`config.mk`:
```
export PLATFORM = sky130hd
export DESIGN_NAME = gpu_warp_scheduler
export DESIGN_NICKNAME = d
export VERILOG_FILES = /design/src/rtl/gpu_warp_scheduler.sv
export SDC_FILE = /design/constraint.sdc
export NUM_CORES = 1
export LEC_CHECK = 0
export BUFFER_PORTS_ARGS = -buffer_cell sky130_fd_sc_hd__buf_2
export CAP_MARGIN = 0
export CORE_ASPECT_RATIO = 1.25
export CORE_MARGIN = 2
export CORE_UTILIZATION = 45
export CTS_CLUSTER_SIZE = 25
export DETAILED_ROUTE_END_ITERATION = 10
export GPL_TIMING_DRIVEN = 0
export HOLD_SLACK_MARGIN = 0.03
export PLACE_DENSITY = 0.62
export SLEW_MARGIN = 20
export SYNTH_ARGS = -nofsm -noshare
export SYNTH_HDL_FRONTEND = slang
export SYNTH_SLANG_ARGS = --single-unit
export TNS_END_PERCENT = 50
```
`constraint.sdc`:
```
create_clock -name clk -period 2.8 [get_ports clk]
set_input_delay 0.14 -clock clk [delete_from_list [all_inputs] [get_ports clk]]
set_output_delay 0.14 -clock clk [all_outputs]
set_load 0.01 [all_outputs]
```
`src/rtl/gpu_warp_scheduler.sv`:
```
// gpu_warp_scheduler: per-warp PC and lifecycle tracking with round-robin issue to gpu_warp.
// At most one instruction is in flight per warp; completions advance, redirect or retire the warp.
module gpu_warp_scheduler #(
  parameter int NUM_WARPS = 4,
  parameter int WID_W = 2,
  parameter int PC_W = 16
) (
  input  logic                 clk,
  input  logic                 rst_n,
  input  logic                 launch_valid,
  input  logic [WID_W-1:0]     launch_warp,
  input  logic [PC_W-1:0]      launch_pc,
  output logic                 launch_ready,
  output logic                 issue_valid,
  output logic [WID_W-1:0]     issue_warp,
  output logic [PC_W-1:0]      issue_pc,
  input  logic                 issue_ready,
  input  logic                 complete_valid,
  input  logic [WID_W-1:0]     complete_warp,
  input  logic                 complete_redirect,
  input  logic [PC_W-1:0]      complete_target,
  input  logic                 complete_exit,
  output logic [NUM_WARPS-1:0] warp_active,
  output logic                 busy,
  output logic                 err_sticky
);
  typedef enum logic [1:0] {IDLE, READY, INFLIGHT} wstate_t;
  wstate_t          state_q [NUM_WARPS];
  wstate_t          state_d [NUM_WARPS];
  logic [PC_W-1:0]  pc_q [NUM_WARPS];
  logic [PC_W-1:0]  pc_d [NUM_WARPS];
  logic             issue_valid_q, issue_valid_d;
  logic [WID_W-1:0] issue_warp_q, issue_warp_d;
  logic [PC_W-1:0]  issue_pc_q, issue_pc_d;
  logic [WID_W-1:0] rr_ptr_q, rr_ptr_d;
  logic             err_q, err_d;
  logic             hs, found, launch_go, complete_ok;
  logic [WID_W-1:0] pick, cand;

  assign hs          = issue_valid_q && issue_ready;
  assign launch_ready = state_q[launch_warp] == IDLE;
  assign complete_ok = complete_valid && state_q[complete_warp] == INFLIGHT;
  // a completion aimed at the same warp overrides a launch
  assign launch_go   = launch_valid && launch_ready && !(complete_valid && complete_warp == launch_warp);

  always_comb begin
    found = 1'b0;
    pick  = rr_ptr_q;
    cand  = rr_ptr_q;
    for (int k = 0; k < NUM_WARPS; k++) begin
      cand = rr_ptr_q + WID_W'(k);
      if (!found && state_q[cand] == READY && !(hs && issue_warp_q == cand)) begin
        found = 1'b1;
        pick  = cand;
      end
    end
  end

  always_comb begin
    state_d       = state_q;
    pc_d          = pc_q;
    err_d         = err_q || (complete_valid && !complete_ok);
    issue_valid_d = issue_valid_q;
    issue_warp_d  = issue_warp_q;
    issue_pc_d    = issue_pc_q;
    rr_ptr_d      = rr_ptr_q;
    if (launch_go) begin
      state_d[launch_warp] = READY;
      pc_d[launch_warp]    = launch_pc;
    end
    if (hs)
      state_d[issue_warp_q] = INFLIGHT;
    if (complete_ok) begin
      state_d[complete_warp] = complete_exit ? IDLE : READY;
      pc_d[complete_warp]    = complete_exit ? pc_q[complete_warp]
                             : complete_redirect ? complete_target
                             : pc_q[complete_warp] + PC_W'(1);
    end
    if (!issue_valid_q || hs) begin
      issue_valid_d = found;
      issue_warp_d  = found ? pick : issue_warp_q;
      issue_pc_d    = found ? pc_q[pick] : issue_pc_q;
      rr_ptr_d      = found ? pick + WID_W'(1) : rr_ptr_q;
    end
  end

  always_ff @(posedge clk or negedge rst_n) begin
    if (!rst_n) begin
      for (int i = 0; i < NUM_WARPS; i++) begin
        state_q[i] <= IDLE;
        pc_q[i]    <= '0;
      end
      issue_valid_q <= 1'b0;
      issue_warp_q  <= '0;
      issue_pc_q    <= '0;
      rr_ptr_q      <= '0;
      err_q         <= 1'b0;
    end else begin
      state_q       <= state_d;
      pc_q          <= pc_d;
      issue_valid_q <= issue_valid_d;
      issue_warp_q  <= issue_warp_d;
      issue_pc_q    <= issue_pc_d;
      rr_ptr_q      <= rr_ptr_d;
      err_q         <= err_d;
    end
  end

  for (genvar g = 0; g < NUM_WARPS; g++) begin : g_act
    assign warp_active[g] = state_q[g] != IDLE;
  end

  assign issue_valid = issue_valid_q;
  assign issue_warp  = issue_warp_q;
  assign issue_pc    = issue_pc_q;
  assign err_sticky  = err_q;
  assign busy        = |warp_active || issue_valid_q;
endmodule
```
==> impl_table.tex <==
\begin{tabular}{lr}
\hline
Metric & Value \\
\hline
\multicolumn{2}{l}{\textbf{Status}} \\
\quad Result of the run & complete, no violations \\
\multicolumn{2}{l}{\textbf{Floorplan}} \\
\quad Die width & 108 microns \\
\quad Overall die height & 135 microns \\
\quad Number of top-level design ports & 69 \\
\quad Starting Density & 46.2\% \\
\quad Total Die Area & 14600 sq um \\
\quad Number of rows created at floorplan & 47 \\
\quad Std-Cell Core Area & 13300 sq um \\
\multicolumn{2}{l}{\textbf{Cells and area}} \\
\quad Leading cell type in the layout, fill and taps excluded & sky130\_fd\_sc\_hd\_\_dfrtp\_1 \\
\quad Multi-input combinational cell area & $\sim$3500 sq um \\
\quad Area taken by flip-flops and latches & $\sim$2400 sq um \\
\quad Net total in the final layout & between 700 and 800 \\
\quad Commonest non-fill, non-tap cells in the layout & sky130\_fd\_sc\_hd\_\_dfrtp\_1 (93), sky130\_fd\_sc\_hd\_\_buf\_2 (74), sky130\_fd\_sc\_hd\_\_a21oi\_1 (66), sky130\_fd\_sc\_hd\_\_nand2\_1 (61), sky130\_fd\_sc\_hd\_\_mux2i\_1 (58) \\
\quad Final standard cell area without fillers & approximately 7100 sq um \\
\quad Core Util, Final & a little over half \\
\quad Ant. Diodes & 0 \\
\quad Layout Area Growth over Synthesis & 15.5\% \\
\quad Count of filler cells inserted in the layout & about 1200 \\
\quad Proportion of layout cells with a drive suffix above 1 & between 20\% and 30\% \\
\multicolumn{2}{l}{\textbf{Logic synthesis}} \\
\quad Largest cells by area after synthesis & sky130\_fd\_sc\_hd\_\_dfrtp\_1 (38\%), sky130\_fd\_sc\_hd\_\_mux2i\_1 (9.8\%), sky130\_fd\_sc\_hd\_\_mux4\_2 (5.9\%), sky130\_fd\_sc\_hd\_\_mux2\_2 (5.7\%), sky130\_fd\_sc\_hd\_\_a21oi\_1 (5.4\%) \\
\quad Syn Inst Count & approximately 620 \\
\quad Fraction of synthesized cell area in xor and xnor cells & less than 1\% \\
\quad Post-Syn Area & slightly above 6000 sq um \\
\quad Top-area cell type share of the netlist area & a little under two fifths \\
\quad Number of enable-type register cells in the synthesized netlist & 0 \\
\quad Number of warning messages in the yosys log & 0 \\
\quad Syn nets & $\sim$670 \\
\quad Share of synthesized registers carrying an async set or reset & between 90\% and 100\% \\
\quad Complex-gate fraction of the synthesized area & a little under a fifth \\
\quad Unique cell type count in the Yosys netlist & between 70 and 80 \\
\quad Share of synthesized cell area in and, or, nand and nor gates & 15.1\% \\
\quad Dominant register cell in the synthesized netlist & sky130\_fd\_sc\_hd\_\_dfrtp\_1 \\
\quad Register bit count reported by yosys & 94 \\
\quad Largest area contributor in the synthesized netlist & sky130\_fd\_sc\_hd\_\_dfrtp\_1 \\
\quad Portion of netlist area occupied by mux cells & between 20\% and 30\% \\
\quad Average instance area after synthesis & between 9 and 10 sq um \\
\quad Main combinational cell family by area after synthesis & multiplexers \\
\quad Area share of fa/ha/maj cells after synthesis & less than 1\% \\
\quad Fraction of the yosys area taken by sequential cells & between 30\% and 40\% \\
\multicolumn{2}{l}{\textbf{Global routing}} \\
\quad Initial antenna violation count & 0 \\
\quad First-pass GRT wire length & 30.0 mm \\
\quad Global route total overflow & 0 \\
\quad Vias in the first global route & about 5300 \\
\quad Total GRT Usage & approximately 28\% \\
\quad Maximum number of pins on one net before global-route repair & slightly below 60 \\
\multicolumn{2}{l}{\textbf{Power}} \\
\quad Share of total power in combinational logic & 58.1\% \\
\quad Net switching power figure & just under 4 mW \\
\quad Overall power of the completed layout & $\sim$9 mW \\
\quad Clock Power Share & between 10 and 15\% \\
\quad Power Density & between 1000 and 1500 nW/um\^{}2 \\
\quad Sequential share of power & 28.4\% \\
\quad Lkg Pwr & $\sim$3.1 nW \\
\quad Worst VDD drop & between 0.7 and 0.8 mV \\
\quad Total internal power & roughly 5.2 mW \\
\quad Switching power share of the total & 43.2\% \\
\multicolumn{2}{l}{\textbf{Detailed routing}} \\
\quad Number of detailed-route iterations in the first pass & 5 \\
\quad Detailed router's first-iteration violation count & between 500 and 600 \\
\quad Number of nets still failing antenna checks after routing & 0 \\
\quad Detailed-route DRC error count & 0 \\
\quad Number of vias in the routed layout & approximately 5400 \\
\quad Via count normalized by instance count & approximately 6 \\
\quad Average routed wire per standard cell & 22.6 microns \\
\quad Total routed wirelength & $\sim$20 mm \\
\multicolumn{2}{l}{\textbf{STA}} \\
\quad Hold Vio Cnt, Final & 0 \\
\quad Fin Clk Skew & approximately 0.0065 ns \\
\quad Final count of pins violating max slew & 0 \\
\quad Final Cycle Share & between 90\% and 100\% \\
\quad Final critical-path setup slack & approximately 0.064 ns \\
\quad Slew at the pin closest to its max-slew limit & between 0.9 and 1 ns \\
\quad Max-Slew Margin vs Limit & between 30\% and 40\% \\
\quad RSZ-0062 raised after global routing & true \\
\quad Total of endpoints with negative setup slack in the final report & 0 \\
\quad Highest achievable clock rate & $\sim$370 MHz \\
\quad Final critical-path required period & $\sim$2.7 ns \\
\multicolumn{2}{l}{\textbf{CTS}} \\
\quad Cts bufs inserted & 9 \\
\quad Number of H-tree levels & 3 \\
\quad Root buf cell & sky130\_fd\_sc\_hd\_\_clkbuf\_16 \\
\quad CTS tree & done \\
\quad Clock tree sinks & 94 \\
\quad Clock latency at the later pin of the worst-skew pair & 0.35 ns \\
\quad Worst-case clock buffer depth & 2 \\
\quad Clk pin slew, worst setup/hold paths & roughly 0.06 ns \\
\multicolumn{2}{l}{\textbf{Critical path}} \\
\quad Kind of end point of the critical path & register \\
\quad Critical Path Start Type & register \\
\quad Critical path arrival & a little under 3 ns \\
\quad Type of the worst setup path & register to register \\
\quad Crit path max fanout & 10 \\
\quad Req. time, crit path & roughly 3.0 ns \\
\multicolumn{2}{l}{\textbf{Place}} \\
\quad Global placement routability congestion & roughly 0.90 \\
\quad Dpl cell area & around 6700 sq um \\
\quad PortBufs & between 60 and 70 \\
\quad Worst slack at placement & -0.211 ns \\
\quad HPWL after detailed placement & between 10 and 15 mm \\
\multicolumn{2}{l}{\textbf{Hold path}} \\
\quad Type of the tightest min-delay check & input port to register \\
\multicolumn{2}{l}{\textbf{Flow run}} \\
\quad Max-cap viol count & 0 \\
\hline
\end{tabular}
[registers in the layout (all words and copies together) (netlist names)]
name and count:
pc_q 64, issue_pc 16, state_q 8, issue_warp 2
rr_ptr_q 2, err_sticky 1, issue_valid 1
[power by group through the flow]
stage / clock network [mW] / logic, mW / registers, mW
after floorplan: 0 / 3.76 / 2.48
after global placement: 0 / 4.96 / 2.54
after CTS: 1.25 / 5.13 / 2.56
final: 1.23 / 5.31 / 2.60
after detailed placement: 0 / 5.04 / 2.59
after global routing: 1.30 / 5.68 / 2.68
[cell type report]
class                      instances  area share [%]
clock buffer                      11            3.42
sequential                        94            33.2
timing repair buffer              72            5.74
clock inverter                     4           0.671
buffer                            43            3.92
tap                              171            3.02
inverter                          19            1.01
multi-input combinational        468            49.0
[worst max-delay path: stages (launching register included)]
cell	delay, ns
sky130_fd_sc_hd__dfrtp_1	0.41
sky130_fd_sc_hd__nor3b_1	0.49
sky130_fd_sc_hd__nor3_1	0.12
sky130_fd_sc_hd__a211oi_1	0.35
sky130_fd_sc_hd__nor3b_2	0.31
sky130_fd_sc_hd__or3_1	0.20
sky130_fd_sc_hd__a21o_2	0.33
sky130_fd_sc_hd__buf_6	0.26
sky130_fd_sc_hd__o221ai_2	0.13
[cells in the mapped netlist, types with 2 or more instances]
cell type / n
sky130_fd_sc_hd__or3_1: 5
sky130_fd_sc_hd__and2_1: 2
sky130_fd_sc_hd__o21ai_1: 3
sky130_fd_sc_hd__or2_2: 2
sky130_fd_sc_hd__nor2b_1: 11
sky130_fd_sc_hd__a21oi_1: 66
sky130_fd_sc_hd__a21o_1: 4
sky130_fd_sc_hd__nor3b_1: 6
sky130_fd_sc_hd__nand4_1: 2
sky130_fd_sc_hd__o21ai_0: 42
sky130_fd_sc_hd__buf_4: 4
sky130_fd_sc_hd__o211ai_1: 2
sky130_fd_sc_hd__a31oi_1: 3
sky130_fd_sc_hd__nor3_1: 7
sky130_fd_sc_hd__mux4_2: 16
sky130_fd_sc_hd__nand3_1: 4
sky130_fd_sc_hd__o31a_1: 2
sky130_fd_sc_hd__nand4b_1: 5
sky130_fd_sc_hd__clkbuf_1: 22
sky130_fd_sc_hd__buf_2: 10
sky130_fd_sc_hd__dfrtp_1: 94
sky130_fd_sc_hd__mux2_2: 31
sky130_fd_sc_hd__o221ai_2: 10
sky130_fd_sc_hd__buf_6: 3
sky130_fd_sc_hd__nor2_1: 50
sky130_fd_sc_hd__inv_1: 18
sky130_fd_sc_hd__xnor2_1: 2
sky130_fd_sc_hd__o22ai_1: 4
sky130_fd_sc_hd__o221ai_1: 7
sky130_fd_sc_hd__a211oi_1: 13
sky130_fd_sc_hd__and3b_1: 2
sky130_fd_sc_hd__a32o_1: 2
sky130_fd_sc_hd__buf_12: 3
sky130_fd_sc_hd__o21a_1: 2
sky130_fd_sc_hd__mux2i_1: 60
sky130_fd_sc_hd__nor4_1: 2
sky130_fd_sc_hd__nand2_1: 61
sky130_fd_sc_hd__a22oi_1: 3
sky130_fd_sc_hd__nand2b_1: 5
[logic make-up (layout without fill, tap and decap cells)]
logic type,after synthesis,after routing
and+or+nand+nor,180,180
adders and majority gates,1,1
xor gates and xnor gates,3,3
AOI/OAI and AO/OA,176,176
muxes,108,108
buffers and inverters,62,149
DFF,94,94
[what timing repair did]
| item | in CTS | in global routing |
|---|---|---|
| endpoints found under the hold margin | 37 | 0 |
| buffers inserted | 2 | 3 |
| hold buffers | 1 | 0 |
| endpoints found under the setup margin | 17 | 15 |
| gates resized for setup | 2 | 8 |
[metal layers]
metal  wire, microns  GRT usage, %  share of wire, %
met5               0             0                 0
met4             805          13.0               4.0
met3            1380          3.76               6.9
met2            9970          47.5                50
met1            7750          34.6                39
[metrics by stage]
stage,setup TNS [ns],hold WS (ns),std cells
finish,0,0.0856,882
global route,-0.207,0.105,882
CTS,0,0.0799,879
detailed placement,-2.89,0.0736,861
global placement,-2.67,0.438,860
floorplan,0,-0.156,624
[path summary, 6_finish.rpt]
check                                           from                  endpoint  slack (ns)  depth (start not counted)
worst max-delay path            state_q[0]$_DFF_PN0_  issue_pc[10]$_DFFE_PN0P_        0.06                          8
worst min-delay path                  complete_valid      err_sticky$_DFF_PN0_        0.09                          2
worst max register to register  state_q[0]$_DFF_PN0_  issue_pc[10]$_DFFE_PN0P_        0.06                          8
worst min register to register  err_sticky$_DFF_PN0_      err_sticky$_DFF_PN0_        0.45                          1
max in group asynchronous                      rst_n        pc_q[47]$_DFF_PN0_        1.91                          3
min in group asynchronous                      rst_n  issue_pc[12]$_DFFE_PN0P_        0.27                          2
(Power assumes the default switching activity.)
